File: src/rtl/fb_pixel_writer_if.sv
// Pixel-stream and framebuffer-RAM signals of the pixel writer.
// The slave modport is the writer's view; the master modport is the
// producer/RAM-controller side.
interface fb_pixel_writer_if #(
    parameter int unsigned AW = 19
);
    logic          pix_valid;
    logic          pix_ready;
    logic [7:0]    pix_data;
    logic          pix_sof;
    logic [AW-1:0] ram_addr;
    logic [31:0]   ram_wdata;
    logic          ram_we;
    logic          ram_ack;
    logic          frame_done;

    modport master (
        output pix_valid, pix_data, pix_sof, ram_ack,
        input  pix_ready, ram_addr, ram_wdata, ram_we, frame_done
    );

    modport slave (
        input  pix_valid, pix_data, pix_sof, ram_ack,
        output pix_ready, ram_addr, ram_wdata, ram_we, frame_done
    );
endinterface

File: src/rtl/fb_pixel_writer.sv
// Framebuffer write engine: packs four RGB332 pixels per 32-bit word
// (lane 0 in the top byte), buffers packed words in a small FIFO and
// writes them to the framebuffer RAM over a request/acknowledge handshake.
module fb_pixel_writer #(
    parameter int unsigned AW         = 19,
    parameter int unsigned HSIZE      = 800,
    parameter int unsigned VSIZE      = 600,
    parameter int unsigned BASE_ADDR  = 0,
    parameter int unsigned FIFO_DEPTH = 4
) (
    input  logic             clk,
    input  logic             rst,
    fb_pixel_writer_if.slave bus
);

    localparam int unsigned   FRAME_WORDS = HSIZE * VSIZE / 4;
    localparam int unsigned   PW          = $clog2(FIFO_DEPTH);
    localparam int unsigned   EW          = 1 + AW + 32;
    localparam logic [AW-1:0] LAST_IDX    = AW'(FRAME_WORDS - 1);
    localparam logic [AW-1:0] BASE        = AW'(BASE_ADDR);
    localparam logic [PW:0]   FULL_COUNT  = (PW + 1)'(FIFO_DEPTH);

    typedef enum logic {StIdle, StWrite} state_e;

    // Packer state; lanes 0..2 are held until the lane-3 pixel completes the word.
    logic [1:0]    r_lane;
    logic [AW-1:0] r_idx;
    logic [23:0]   r_pack;

    // FIFO entry: {last word of frame, address, data}.
    logic [EW-1:0] r_mem [FIFO_DEPTH];
    logic [PW-1:0] r_wptr;
    logic [PW-1:0] r_rptr;
    logic [PW:0]   r_count;

    state_e        r_state;
    state_e        w_state_d;
    logic          r_ram_we;
    logic [AW-1:0] r_ram_addr;
    logic [31:0]   r_ram_wdata;
    logic          r_last;
    logic          r_frame_done;

    logic          w_accept;
    logic          w_push;
    logic          w_pop;
    logic          w_load;
    logic [1:0]    w_lane;
    logic [AW-1:0] w_idx;
    logic [EW-1:0] w_entry;

    assign bus.pix_ready  = (r_count != FULL_COUNT);
    assign bus.ram_we     = r_ram_we;
    assign bus.ram_addr   = r_ram_addr;
    assign bus.ram_wdata  = r_ram_wdata;
    assign bus.frame_done = r_frame_done;

    // SOF restarts packing at lane 0 of word 0, dropping any partial word.
    always_comb begin
        w_accept = bus.pix_valid && bus.pix_ready;
        w_lane   = bus.pix_sof ? 2'd0 : r_lane;
        w_idx    = bus.pix_sof ? '0 : r_idx;
        w_push   = w_accept && (w_lane == 2'd3);
        w_entry  = {(w_idx == LAST_IDX), BASE + w_idx, r_pack, bus.pix_data};
    end

    // Packer: lane counter, word index and partial-word holding bytes.
    always_ff @(posedge clk or posedge rst) begin
        if (rst) begin
            r_lane <= 2'd0;
            r_idx  <= '0;
            r_pack <= '0;
        end else if (w_accept) begin
            if (w_lane == 2'd3) begin
                r_lane <= 2'd0;
                r_idx  <= (w_idx == LAST_IDX) ? '0 : w_idx + AW'(1);
            end else begin
                r_lane <= w_lane + 2'd1;
                r_idx  <= w_idx;
                case (w_lane)
                    2'd0:    r_pack[23:16] <= bus.pix_data;
                    2'd1:    r_pack[15:8]  <= bus.pix_data;
                    default: r_pack[7:0]   <= bus.pix_data;
                endcase
            end
        end
    end

    // FIFO storage; contents are don't-care while the count says empty.
    always_ff @(posedge clk) begin
        if (w_push) begin
            r_mem[r_wptr] <= w_entry;
        end
    end

    // FIFO pointers and occupancy; the entry under write is popped only on ack.
    always_ff @(posedge clk or posedge rst) begin
        if (rst) begin
            r_wptr  <= '0;
            r_rptr  <= '0;
            r_count <= '0;
        end else begin
            if (w_push) r_wptr <= r_wptr + PW'(1);
            if (w_pop)  r_rptr <= r_rptr + PW'(1);
            case ({w_push, w_pop})
                2'b10:   r_count <= r_count + (PW + 1)'(1);
                2'b01:   r_count <= r_count - (PW + 1)'(1);
                default: r_count <= r_count;
            endcase
        end
    end

    // Write FSM next state: load the FIFO head when idle, wait for ack when writing.
    always_comb begin
        w_state_d = r_state;
        w_load    = 1'b0;
        w_pop     = 1'b0;
        unique case (r_state)
            StIdle: begin
                if (r_count != '0) begin
                    w_load    = 1'b1;
                    w_state_d = StWrite;
                end
            end
            StWrite: begin
                if (bus.ram_ack) begin
                    w_pop     = 1'b1;
                    w_state_d = StIdle;
                end
            end
            default: w_state_d = StIdle;
        endcase
    end

    // Write FSM state and registered RAM request/frame-done outputs.
    always_ff @(posedge clk or posedge rst) begin
        if (rst) begin
            r_state      <= StIdle;
            r_ram_we     <= 1'b0;
            r_ram_addr   <= '0;
            r_ram_wdata  <= '0;
            r_last       <= 1'b0;
            r_frame_done <= 1'b0;
        end else begin
            r_state      <= w_state_d;
            r_frame_done <= w_pop && r_last;
            if (w_load) begin
                r_ram_we                              <= 1'b1;
                {r_last, r_ram_addr, r_ram_wdata}     <= r_mem[r_rptr];
            end else if (w_pop) begin
                r_ram_we <= 1'b0;
            end
        end
    end

endmodule
File: src/flat_wrapper.sv
// flat-port wrapper written by rule: the top's interface ports become plain ports
module fb_pixel_writer_flat 
#(
    parameter int unsigned AW         = 19,
    parameter int unsigned HSIZE      = 800,
    parameter int unsigned VSIZE      = 600,
    parameter int unsigned BASE_ADDR  = 0,
    parameter int unsigned FIFO_DEPTH = 4
)
  (clk, rst, bus_pix_valid, bus_pix_data, bus_pix_sof, bus_ram_ack, bus_pix_ready, bus_ram_addr, bus_ram_wdata, bus_ram_we, bus_frame_done);
  fb_pixel_writer_if #(.AW(AW)) bus_i ();
  input  logic clk;
  input  logic rst;
  input wire logic [$bits(bus_i.pix_valid)-1:0] bus_pix_valid;
  input wire logic [$bits(bus_i.pix_data)-1:0] bus_pix_data;
  input wire logic [$bits(bus_i.pix_sof)-1:0] bus_pix_sof;
  input wire logic [$bits(bus_i.ram_ack)-1:0] bus_ram_ack;
  output wire logic [$bits(bus_i.pix_ready)-1:0] bus_pix_ready;
  output wire logic [$bits(bus_i.ram_addr)-1:0] bus_ram_addr;
  output wire logic [$bits(bus_i.ram_wdata)-1:0] bus_ram_wdata;
  output wire logic [$bits(bus_i.ram_we)-1:0] bus_ram_we;
  output wire logic [$bits(bus_i.frame_done)-1:0] bus_frame_done;
  assign bus_i.pix_valid = bus_pix_valid;
  assign bus_i.pix_data = bus_pix_data;
  assign bus_i.pix_sof = bus_pix_sof;
  assign bus_i.ram_ack = bus_ram_ack;
  assign bus_pix_ready = bus_i.pix_ready;
  assign bus_ram_addr = bus_i.ram_addr;
  assign bus_ram_wdata = bus_i.ram_wdata;
  assign bus_ram_we = bus_i.ram_we;
  assign bus_frame_done = bus_i.frame_done;
  fb_pixel_writer #(.AW(AW), .HSIZE(HSIZE), .VSIZE(VSIZE), .BASE_ADDR(BASE_ADDR), .FIFO_DEPTH(FIFO_DEPTH)) u_core (.clk(clk), .rst(rst), .bus(bus_i));
endmodule
File: config.mk
export PLATFORM = sky130hd
export DESIGN_NAME = fb_pixel_writer_flat
export DESIGN_NICKNAME = d
export VERILOG_FILES = /design/src/rtl/fb_pixel_writer_if.sv /design/src/rtl/fb_pixel_writer.sv /design/src/flat_wrapper.sv
export SDC_FILE = /design/constraint.sdc
export NUM_CORES = 1
export LEC_CHECK = 0
export CAP_MARGIN = 25
export CORE_ASPECT_RATIO = 2
export CORE_MARGIN = 3
export CORE_UTILIZATION = 55
export CTS_BUF_LIST = sky130_fd_sc_hd__clkbuf_4
export DETAILED_ROUTE_END_ITERATION = 8
export DONT_BUFFER_PORTS = 1
export HOLD_SLACK_MARGIN = 0.03
export PLACE_DENSITY_LB_ADDON = 0.12
export SLEW_MARGIN = 20
export SYNTH_ARGS = -nofsm -noshare
export SYNTH_HDL_FRONTEND = slang
export SYNTH_SLANG_ARGS = --single-unit
File: constraint.sdc
create_clock -name clk -period 5.85 [get_ports clk]
set_input_delay 0.2925 -clock clk [delete_from_list [all_inputs] [get_ports clk]]
set_output_delay 0.2925 -clock clk [all_outputs]
set_load 0.02 [all_outputs]
**Word-level counts from Yosys, hierarchy flattened**

Memory sizes are Yosys's and may differ from the RTL's. A register that Yosys moved wholly into a read port is not among the register bits.
Index checks and enable logic that the tools add are counted.

- Register bits: 55
- Latch bits: 0
- Memory bits (writable): 208
- ROM bits: 0
- Bits of input ports: 13
- Output and inout bits: 54
- Logic and storage cells: 54
- Memories: 1

- Add/subtract/negate cells: 6
- $mul: 0
- Div/mod/pow operators: 0
- Magnitude comparators: 0
- Equal/unequal tests: 6
- Shift-type cells: 0
- Mux-type cells: 16
- Bitwise logic cells: 3
- Reduce and logical (&&, ||, !) cells: 11

Memories:

| name | depth | bits a word | rd ports | clocked after memory_dff | write ports | line | RTL |
|---|---|---|---|---|---|---|---|
| u_core.r_mem | 4 | 52 | 1 | 1 | 1 | fb_pixel_writer.sv:31 | `logic [EW-1:0] r_mem [FIFO_DEPTH];` |

Operators with widths:

| operator | count |
|---|---|
| 2-to-1 mux 19 bit | 3 |
| adder 19 x 1 -> 19 bit (second input constant) | 1 |
| equality test 19 x 17 -> 1 bit (second input constant) | 1 |
| 2-to-1 mux 1 bit | 9 |
| AND reduction 3 bit | 3 |
| adder 2 x 1 -> 2 bit (second input constant) | 3 |
| one-hot mux 3 bit (2 select lines) | 1 |
| equality test 2 x 1 -> 1 bit (second input constant) | 2 |
| equality test 2 bit (second input constant) | 2 |
| 2-to-1 mux 2 bit | 2 |
| nonzero test 2 bit | 2 |
| adder 3 x 1 -> 3 bit (second input constant) | 1 |
| logical AND 1 bit | 3 |
| inequality test 3 bit (second input constant) | 1 |
| NOT 1 bit | 3 |
| nonzero test 3 bit | 1 |
| subtractor 3 x 1 -> 3 bit (second input constant) | 1 |
| logical NOT 2 bit | 1 |
| one-hot mux 1 bit (2 select lines) | 1 |
| OR reduction 2 bit | 1 |

**Longest topological paths before layout**

Gate-level depths: netlist of run 1.

- Depth in word-level cells: 5
- Gate-level depth with buffers: 14
- Depth with buffers taken out: 10

**Worst setup path before layout of run 1**

Ideal clock, no wire load.

- Path type: in2reg
- Start: input bus_pix_sof
- End: memory u_core.r_mem[0][0] in the netlist's numbering, enable pin
- Setup time: 0.415 ns
- Arrival time: 2.861 ns
- Data required time: 5.435 ns
- Setup slack: 2.574 ns
- Stages on the path: 8
- Path buffers: 4
- Cell sequence: buf_6 -> buf_2 -> buf_1 -> nor2b_1 -> ha_1 -> and3_1 -> clkbuf_1 -> and2_1

- Cells in the longest elaborated chain, start to end: 5

Ends and longest elaborated chain:

| element | line | RTL |
|---|---|---|
| from (decl) | flat_wrapper.sv:16 | `input wire logic [$bits(bus_i.pix_sof)-1:0] bus_pix_sof;` |
| 2-to-1 mux 2 bit | fb_pixel_writer.sv:61 | `w_lane = bus.pix_sof ? 2'd0 : r_lane;` |
| equality test 2 bit | fb_pixel_writer.sv:63 | `w_push = w_accept && (w_lane == 2'd3);` |
| logical AND 1 bit | fb_pixel_writer.sv:63 |  |
| 2-to-1 mux 1 bit | fb_pixel_writer.sv:91 | `if (w_push) begin` |
| 2-to-1 mux 1 bit (implied by the code) | fb_pixel_writer.sv:92 | `r_mem[r_wptr] <= w_entry;` |
| to (decl) | fb_pixel_writer.sv:31 |  |

Every way passes these cells.

**Worst setup path in the final report of run 1**

- Start: register u_core.r_lane[0]
- End: memory u_core.r_mem[3][0] in the netlist's numbering, enable pin

- Cells in the longest elaborated chain, start to end: 5

Ends and longest elaborated chain:

| element | line | RTL |
|---|---|---|
| from (decl) | fb_pixel_writer.sv:26 | `logic [1:0] r_lane;` |
| from (signal assigned) | fb_pixel_writer.sv:78 | `r_lane <= w_lane + 2'd1;` |
| 2-to-1 mux 2 bit | fb_pixel_writer.sv:61 |  |
| equality test 2 bit | fb_pixel_writer.sv:63 |  |
| logical AND 1 bit | fb_pixel_writer.sv:63 |  |
| 2-to-1 mux 1 bit | fb_pixel_writer.sv:91 |  |
| 2-to-1 mux 1 bit (implied by the code) | fb_pixel_writer.sv:92 |  |

Every way passes these cells.

==> results of run 1 <==
flip-flops by register name (all words and copies together), names as in the netlist:
name	cells
u_core.bus.frame_done	1
u_core.bus.ram_addr	19
u_core.bus.ram_wdata	32
u_core.bus.ram_we	1
u_core.r_count	3
u_core.r_idx	19
u_core.r_lane	2
u_core.r_last	1
u_core.r_mem	208
u_core.r_pack	24
u_core.r_rptr	2
u_core.r_state	1
u_core.r_wptr	2
worst register-to-register path, cell delays in order (launching register included):
cell                      delay, ns
sky130_fd_sc_hd__dfrtp_1       0.34
sky130_fd_sc_hd__nor2b_1       0.27
sky130_fd_sc_hd__ha_1          0.32
sky130_fd_sc_hd__and3_1        0.36
sky130_fd_sc_hd__and2_2        0.19
sky130_fd_sc_hd__buf_4         0.61
cell families (layout without fill, tap and decap cells):
kind of cell,Yosys count,after routing,synth area share
flops,315,315,0.724
compound gates,41,41,0.0234
buf+inv,47,165,0.0169
fa+ha+maj,11,11,0.0118
simple gates,109,109,0.0526
mux,131,131,0.167
other cells,0,1,0
xor+xnor,6,6,0.00427
area by class of cell:
| class | instances | area (um2) | share of cell area |
|---|---|---|---|
| clock inverters | 29 | 116 | 0.00854 |
| multi-input cells | 298 | 3200 | 0.235 |
| diodes | 1 | 2.50 | 0.000184 |
| clock buffers | 98 | 736 | 0.0540 |
| inverters | 17 | 66.3 | 0.00487 |
| well taps | 273 | 342 | 0.0251 |
| repair buffers | 21 | 223 | 0.0164 |
| flip-flops and latches | 315 | 8930 | 0.656 |
per-stage QoR:
stage	instance area [um2]	hold slack, ns	std cells	worst slack, ns	power, mW
2_1_floorplan	12300	0.391	660	2.57	4.29
3_3_place_gp	12600	0.218	910	3.38	4.54
3_5_place_dp	12600	0.223	911	3.30	4.63
4_1_cts	13600	0.0564	1050	2.95	6.26
5_1_grt	13600	0.0967	1052	3.07	6.51
6_report	13600	0.119	1052	3.31	6.14
final timing paths:
check | from | end | slack, ns
setup / recovery | u_core.r_lane[0] | u_core.r_mem[3][0] | 3.31
hold / removal | bus_pix_sof | u_core.r_idx[16] | 0.12
setup reg to reg | u_core.r_lane[0] | u_core.r_mem[3][0] | 3.31
hold reg to reg | u_core.r_lane[0] | u_core.r_lane[0] | 0.48
max in group asynchronous | rst | u_core.bus.ram_addr[12] | 4.63
min in group asynchronous | rst | u_core.bus.ram_addr[4] | 0.13
layer usage:
layer	GRT usage	vias up
met2	0.378	133
met5	0	-
li1	-	2751
met1	0.212	3150
met3	0.0558	48
met4	0.0914	0
Yosys cell counts (7+ instances only):
library cell / count
sky130_fd_sc_hd__inv_1: 16
sky130_fd_sc_hd__ha_1: 10
sky130_fd_sc_hd__nand2_1: 34
sky130_fd_sc_hd__nor2_1: 8
sky130_fd_sc_hd__buf_2: 19
sky130_fd_sc_hd__edfxtp_1: 208
sky130_fd_sc_hd__o21ai_0: 12
sky130_fd_sc_hd__clkbuf_1: 9
sky130_fd_sc_hd__nor2b_1: 18
sky130_fd_sc_hd__mux4_2: 52
sky130_fd_sc_hd__o211ai_1: 7
sky130_fd_sc_hd__mux2_2: 77
sky130_fd_sc_hd__dfrtp_1: 107
report_power, final:
part	internal, mW	switching [mW]	total (mW)
clock	0.783	0.803	1.59
combinational	0.683	0.481	1.16
sequential	2.81	0.582	3.39
==> results summary, run 1 <==
The utilization after layout came out at 0.625. Leaving out fill and tap cells, the most frequent cells in the layout are sky130_fd_sc_hd__edfxtp_1 (208), sky130_fd_sc_hd__dfrtp_1 (105), sky130_fd_sc_hd__clkbuf_4 (98). The final hold violation count came out at 0. The site row count came out at 76.

The maximum level of the CTS H-tree is 3. The critical path depth in cells came out at 5. The number of instances in the synthesized netlist is 660.

The maximum cell stage delay along the critical path is 0.61 ns. The worst-case IR drop observed on VDD is 0.264 mV. At the end of routability-driven placement, the weighted congestion stood at 0.907. In the post-synthesis netlist, the biggest area contributors are sky130_fd_sc_hd__edfxtp_1 (51%), sky130_fd_sc_hd__dfrtp_1 (22%), sky130_fd_sc_hd__mux4_2 (9.5%).

Setup repair after global routing left no endpoint under its margin. The number of slew-limit violations in the final report is 0. The synthesized area came out at 12300 um2. The layout net count came out at 747.

Derived from the worst setup path, the maximum achievable clock frequency is 394 MHz. During synthesis, Yosys emitted a total of 0 warnings. The met1 wire length came out at 8.10 mm. The wire length of the first global-routing pass came out at 37.5 mm. The cell accounting for the most synthesized area is sky130_fd_sc_hd__edfxtp_1. Counting the buffers created by CTS gives 70. Across all layers, the routed design uses 6082 vias. The fraction of layout instances using a drive strength above 1 came out at 0.338. The share of the synthesized area in the top cell type came out at 0.507. Power spread over the standard cell area amounts to 451 nW/um2. The maximum buffer depth of the clock tree is 3. The die extent in y came out at 218 um. Yosys mapped the design onto 53 distinct sky130hd cell types. STA classifies the critical path startpoint as a flop.

The flow ran to the end, and the final reports show no timing, DRC or antenna violations. The vias per cell came out at 5.78. The initial core utilization came out at 0.566. In this run the tightest slew margin relative to its limit is 0.423. Between clock sinks in the finished design, the worst skew comes to 0.0295 ns. The total routing usage reported by global routing came out at 0.204.

The worst hold path passes through 2 cells. The synthesized design contains 315 register bits. The wire length on met2 came out at 13.7 mm. The I/O pin count came out at 67.

The dominant synthesized flop cell is sky130_fd_sc_hd__edfxtp_1. The number of global-route vias before repair came out at 6737. Once the clock tree was built, the setup fixing pass inserted 0 buffers. The highest layer touched by signal routing is met4.

The sequential area share after synthesis came out at 0.724. The clock net sink count came out at 315. In this run the clock root is driven by a sky130_fd_sc_hd__clkbuf_4. The core outline area is 21800 um2.

The post-route clock period utilization came out at 0.434. The setup-violating endpoint count in the final report came out at 0. Summed over all cells, the static leakage comes to 4.89 nW.

The number of violations reported at the end of detailed-routing iteration 0 came out at 276. The min-delay analysis places its worst path in the category input pin to flop. The cell with the largest stage delay on the worst path is sky130_fd_sc_hd__buf_4. Together, buffers and inverters on the worst path number 1.

Detailed placement finished with a half-perimeter wire length of 14.2 mm. The count of unresolved DRC violations after routing is 0. Max-cap violations in this run came to 0. Clock-pin slew was measured on the worst setup and hold paths at 0.07 ns. The leading cell type in the layout, fill and taps excluded is sky130_fd_sc_hd__edfxtp_1. The average detailed-routed wire length per instance is 22.4 um. The minimum clock period is 2.54 ns. The overall routed net length came out at 23.5 mm. The filler cells instantiated in the layout total 1613. The critical path capture point type is a flop.

The mean instance size in the synthesized netlist is 18.7 um2. Summed over all layers, the global routing overflow is 0. The measured slew at the worst slew-check pin came out at 0.864 ns. The area growth from synthesis to final layout is 10.5%. The number of cells on the worst reg-to-reg path is 5. The number of hold-repair buffers added at the cts stage is 12. The wire length on met3 came out at 987 um. The x dimension of the die came out at 112 um.

The number of antenna violations at the first check in global routing is 2. TritonCTS built the clock tree. The maximum fanout count along the critical path came out at 52.

Traced cell by cell, the critical path runs through nor2b_1, ha_1, and3_1, and2_2, buf_4. The largest net degree at the start of global routing came out at 72. The later-pin clock latency in the skew report is 0.69 ns. Port buffering added 0 buffers. The data arrival at the endpoint of the critical path is 2.83 ns. The number of enable flip-flop cells after synthesis came out at 208.

The iteration count of the initial detailed-routing pass came out at 5. Broken down by cell family, the worst path's largest delay share belongs to simple AND/OR/NAND/NOR gates. The worst setup path is of the flop to flop kind. The floorplan die area is 24300 um2.

In the synthesized netlist the async set-or-reset flop fraction comes to 0.340. The net count after synthesis is 684. In the final timing run, aggregate negative setup slack is 0 ns. The quantity of gates resized following cts is 0.

The endpoint required time on the critical path came out at 6.14 ns. The number of nets still failing antenna checks after routing came out at 0.
Power figures use the tool's default switching activity.
==> run 2: changes to the inputs <==
==> constraint.sdc (replaced) <==
create_clock -name clk -period 2.6 [get_ports clk]
set_input_delay 0.13 -clock clk [delete_from_list [all_inputs] [get_ports clk]]
set_output_delay 0.13 -clock clk [all_outputs]
set_load 0.02 [all_outputs]
==> results summary, run 2 (same netlist as run 1, synthesis figures left out) <==
The number of port buffers came out at 0 (unchanged). The iteration count of the initial detailed-routing pass is 5 (unchanged). The I/O pin count came out at 67 (unchanged). The met1 wire length is 8.39 mm (was 8.10 mm). The floorplan die area is 24300 um2 (unchanged). The setup total negative slack came to 0 ns (unchanged). The count of unresolved DRC violations after routing was 0 (unchanged). The largest net degree at the start of global routing is 59 (was 72). The die extent in y is 218 um (unchanged). The final instance area came to 13900 um2 (was 13600 um2). The placed wire-length estimate after detailed placement came out at 15.1 mm (was 14.2 mm). The site row count is 76 (unchanged). The layout net count came out at 763 (was 747).

The number of slew-limit violations in the final report is 0 (unchanged). The number of nets still failing antenna checks after routing is 0 (unchanged). The endpoint required time on the critical path came out at 3.15 ns (was 6.14 ns). The total grt overflow is 0 (unchanged).

The final hold violation count is 0 (unchanged). The number of flip-flops in the largest register came out at 208 (unchanged). The average detailed-routed wire length per instance is 22.7 um (was 22.4 um). The maximum fanout count along the critical path is 9 (was 52). The uppermost layer routed is met4 (unchanged).

The number of violations reported at the end of detailed-routing iteration 0 is 301 (was 276). The data arrival at the endpoint of the critical path came to 2.92 ns (was 2.83 ns). The overall routed net length came out at 24.3 mm (was 23.5 mm).

The wire length on met2 came to 14.1 mm (was 13.7 mm). Most used cells in the layout excluding fill and tap cells: sky130_fd_sc_hd__edfxtp_1 (208), sky130_fd_sc_hd__clkbuf_4 (108), sky130_fd_sc_hd__dfrtp_1 (105) (was sky130_fd_sc_hd__edfxtp_1 (208), sky130_fd_sc_hd__dfrtp_1 (105), sky130_fd_sc_hd__clkbuf_4 (98)). The wire length of the first global-routing pass came out at 38.8 mm (was 37.5 mm).

The leading cell type in the layout, fill and taps excluded is sky130_fd_sc_hd__edfxtp_1 (unchanged). The critical path capture point type is a flop (unchanged). The worst hold slack after final layout is 0.127 ns (was 0.119 ns).

The clock net sink count is 315 (unchanged). Run status: finished, final reports clean (unchanged). The post-layout instance count excluding filler cells was 1071 (was 1052). The number of max-cap violations is 0 (unchanged).

Setup repair after global routing missed its margin: false (unchanged). The maximum buffer depth of the clock tree came out at 3 (unchanged). The total placed cells including tap cells came to 926 (was 911).

The via count came out at 6269 (was 6082). The register with the most flip-flops was u_core.r_mem (unchanged). The setup-violating endpoint count in the final report was 0 (unchanged).

The total routing usage reported by global routing was 0.212 (was 0.204). The static leakage came out at 5.02 nW (was 4.89 nW). The later-pin clock latency in the skew report is 0.68 ns (was 0.69 ns). The number of antenna violations at the first check in global routing is 3 (was 2).

The TritonCTS clock tree was done (unchanged). The post-place instance area is 12800 um2 (was 12600 um2). The worst clock skew is 0.0361 ns (was 0.0295 ns). The post-CTS clock slew at the launch and capture registers of the worst setup and hold paths was 0.07 ns (about the same). The category of the most critical setup path is flop to flop (unchanged).

The area growth from synthesis to final layout came out at 12.7% (was 10.5%). The post-route clock period utilization is 0.913 (was 0.434). The peak supply drop came out at 0.514 mV (was 0.264 mV). The initial core utilization came out at 0.566 (unchanged). The vias per cell is 5.85 (was 5.78). The wire length on met3 came out at 1.13 mm (was 987 um). The routability congestion estimate was 0.850 (was 0.907).

The minimum clock period is 2.37 ns (was 2.54 ns). The x dimension of the die is 112 um (unchanged). The startpoint type of the worst setup path is a flop (unchanged). The achievable frequency is 421 MHz (was 394 MHz). The worst hold path class is input pin to async pin (was input pin to flop).

The maximum level of the CTS H-tree is 3 (unchanged). The measured slew at the worst slew-check pin is 0.545 ns (was 0.864 ns). The number of buffers created by CTS came out at 70 (unchanged). The fraction of layout instances using a drive strength above 1 came out at 0.358 (was 0.338).

The power density normalized to cell area came out at 1020 nW/um2 (was 451 nW/um2). The core outline area is 21800 um2 (unchanged). The total power after layout is 14.2 mW (was 6.14 mW). The number of cells on the worst reg-to-reg path is 10 (was 5). The number of global-route vias before repair came out at 6970 (was 6737).

The relative max-transition margin was 0.637 (was 0.423). The root buffer cell was sky130_fd_sc_hd__clkbuf_4 (unchanged).
## run 2: changes by cell type in the layout (fill, tap and decap cells not counted), sizes merged
cell / change
diode: +1
clkinv: -7
clkbuf: +10
buf: +15
dlygate4sd3: +1
clkinvlp: +1
bufinv: +1
inv: -3
## run 2: final timing paths
| check | start | to | slack, ns |
|---|---|---|---|
| worst min register to register | u_core.r_lane[1] | u_core.r_lane[1] | 0.49 |
| worst min-delay path | rst | u_core.r_wptr[0] | 0.13 |
| max in group asynchronous | rst | u_core.bus.ram_wdata[20] | 1.99 |
| worst max-delay path | u_core.r_lane[0] | u_core.r_count[2] | 0.23 |
| worst max register to register | u_core.r_lane[0] | u_core.r_count[2] | 0.23 |
| min in group clk | bus_ram_ack | u_core.bus.frame_done | 0.19 |
## run 2: per-stage QoR
step	util	worst slack [ns]
after detailed placement	0.588	0.249
after floorplan	-	0.0415
after global routing	0.638	0.0126
after CTS	0.638	0.228
after global placement	0.588	0.356
final	0.638	0.227
## run 2: worst max-delay path: stages, from the launching register on
cell	delay, ns
sky130_fd_sc_hd__dfrtp_1	0.35
sky130_fd_sc_hd__nor2b_1	0.29
sky130_fd_sc_hd__ha_1	0.34
sky130_fd_sc_hd__and3_1	0.38
sky130_fd_sc_hd__inv_1	0.08
sky130_fd_sc_hd__ha_1	0.23
sky130_fd_sc_hd__inv_1	0.07
sky130_fd_sc_hd__fa_1	0.17
sky130_fd_sc_hd__xor2_1	0.14
sky130_fd_sc_hd__nor2_1	0.06
sky130_fd_sc_hd__xor2_1	0.14
## run 2: report_power, final
group | internal [mW] | switching [mW]
combinational | 1.62 | 1.21
clock | 2.01 | 1.80
sequential | 6.33 | 1.21
## run 2: what timing repair did
item	4_1_cts	5_1_grt
resized for setup	0	0
hold endpoints to repair	267	0
hold buffers	14	0
buffers inserted	0	0
## run 2: layout make-up
type | count | area, um2
antenna | 2 | 5.00
clock buffer | 108 | 811
clock inverter | 21 | 110
fill | 1559 | 7890
inverter | 17 | 67.6
multi-input combinational | 298 | 3200
sequential | 315 | 8930
tap | 273 | 342
timing repair buffer | 37 | 418
## run 2: per-layer routing
| metal | vias to the layer above | track usage |
|---|---|---|
| li1 | 2782 | - |
| met1 | 3261 | 0.223 |
| met2 | 179 | 0.400 |
| met3 | 47 | 0.0567 |
| met4 | 0 | 0.0759 |
| met5 | - | 0 |
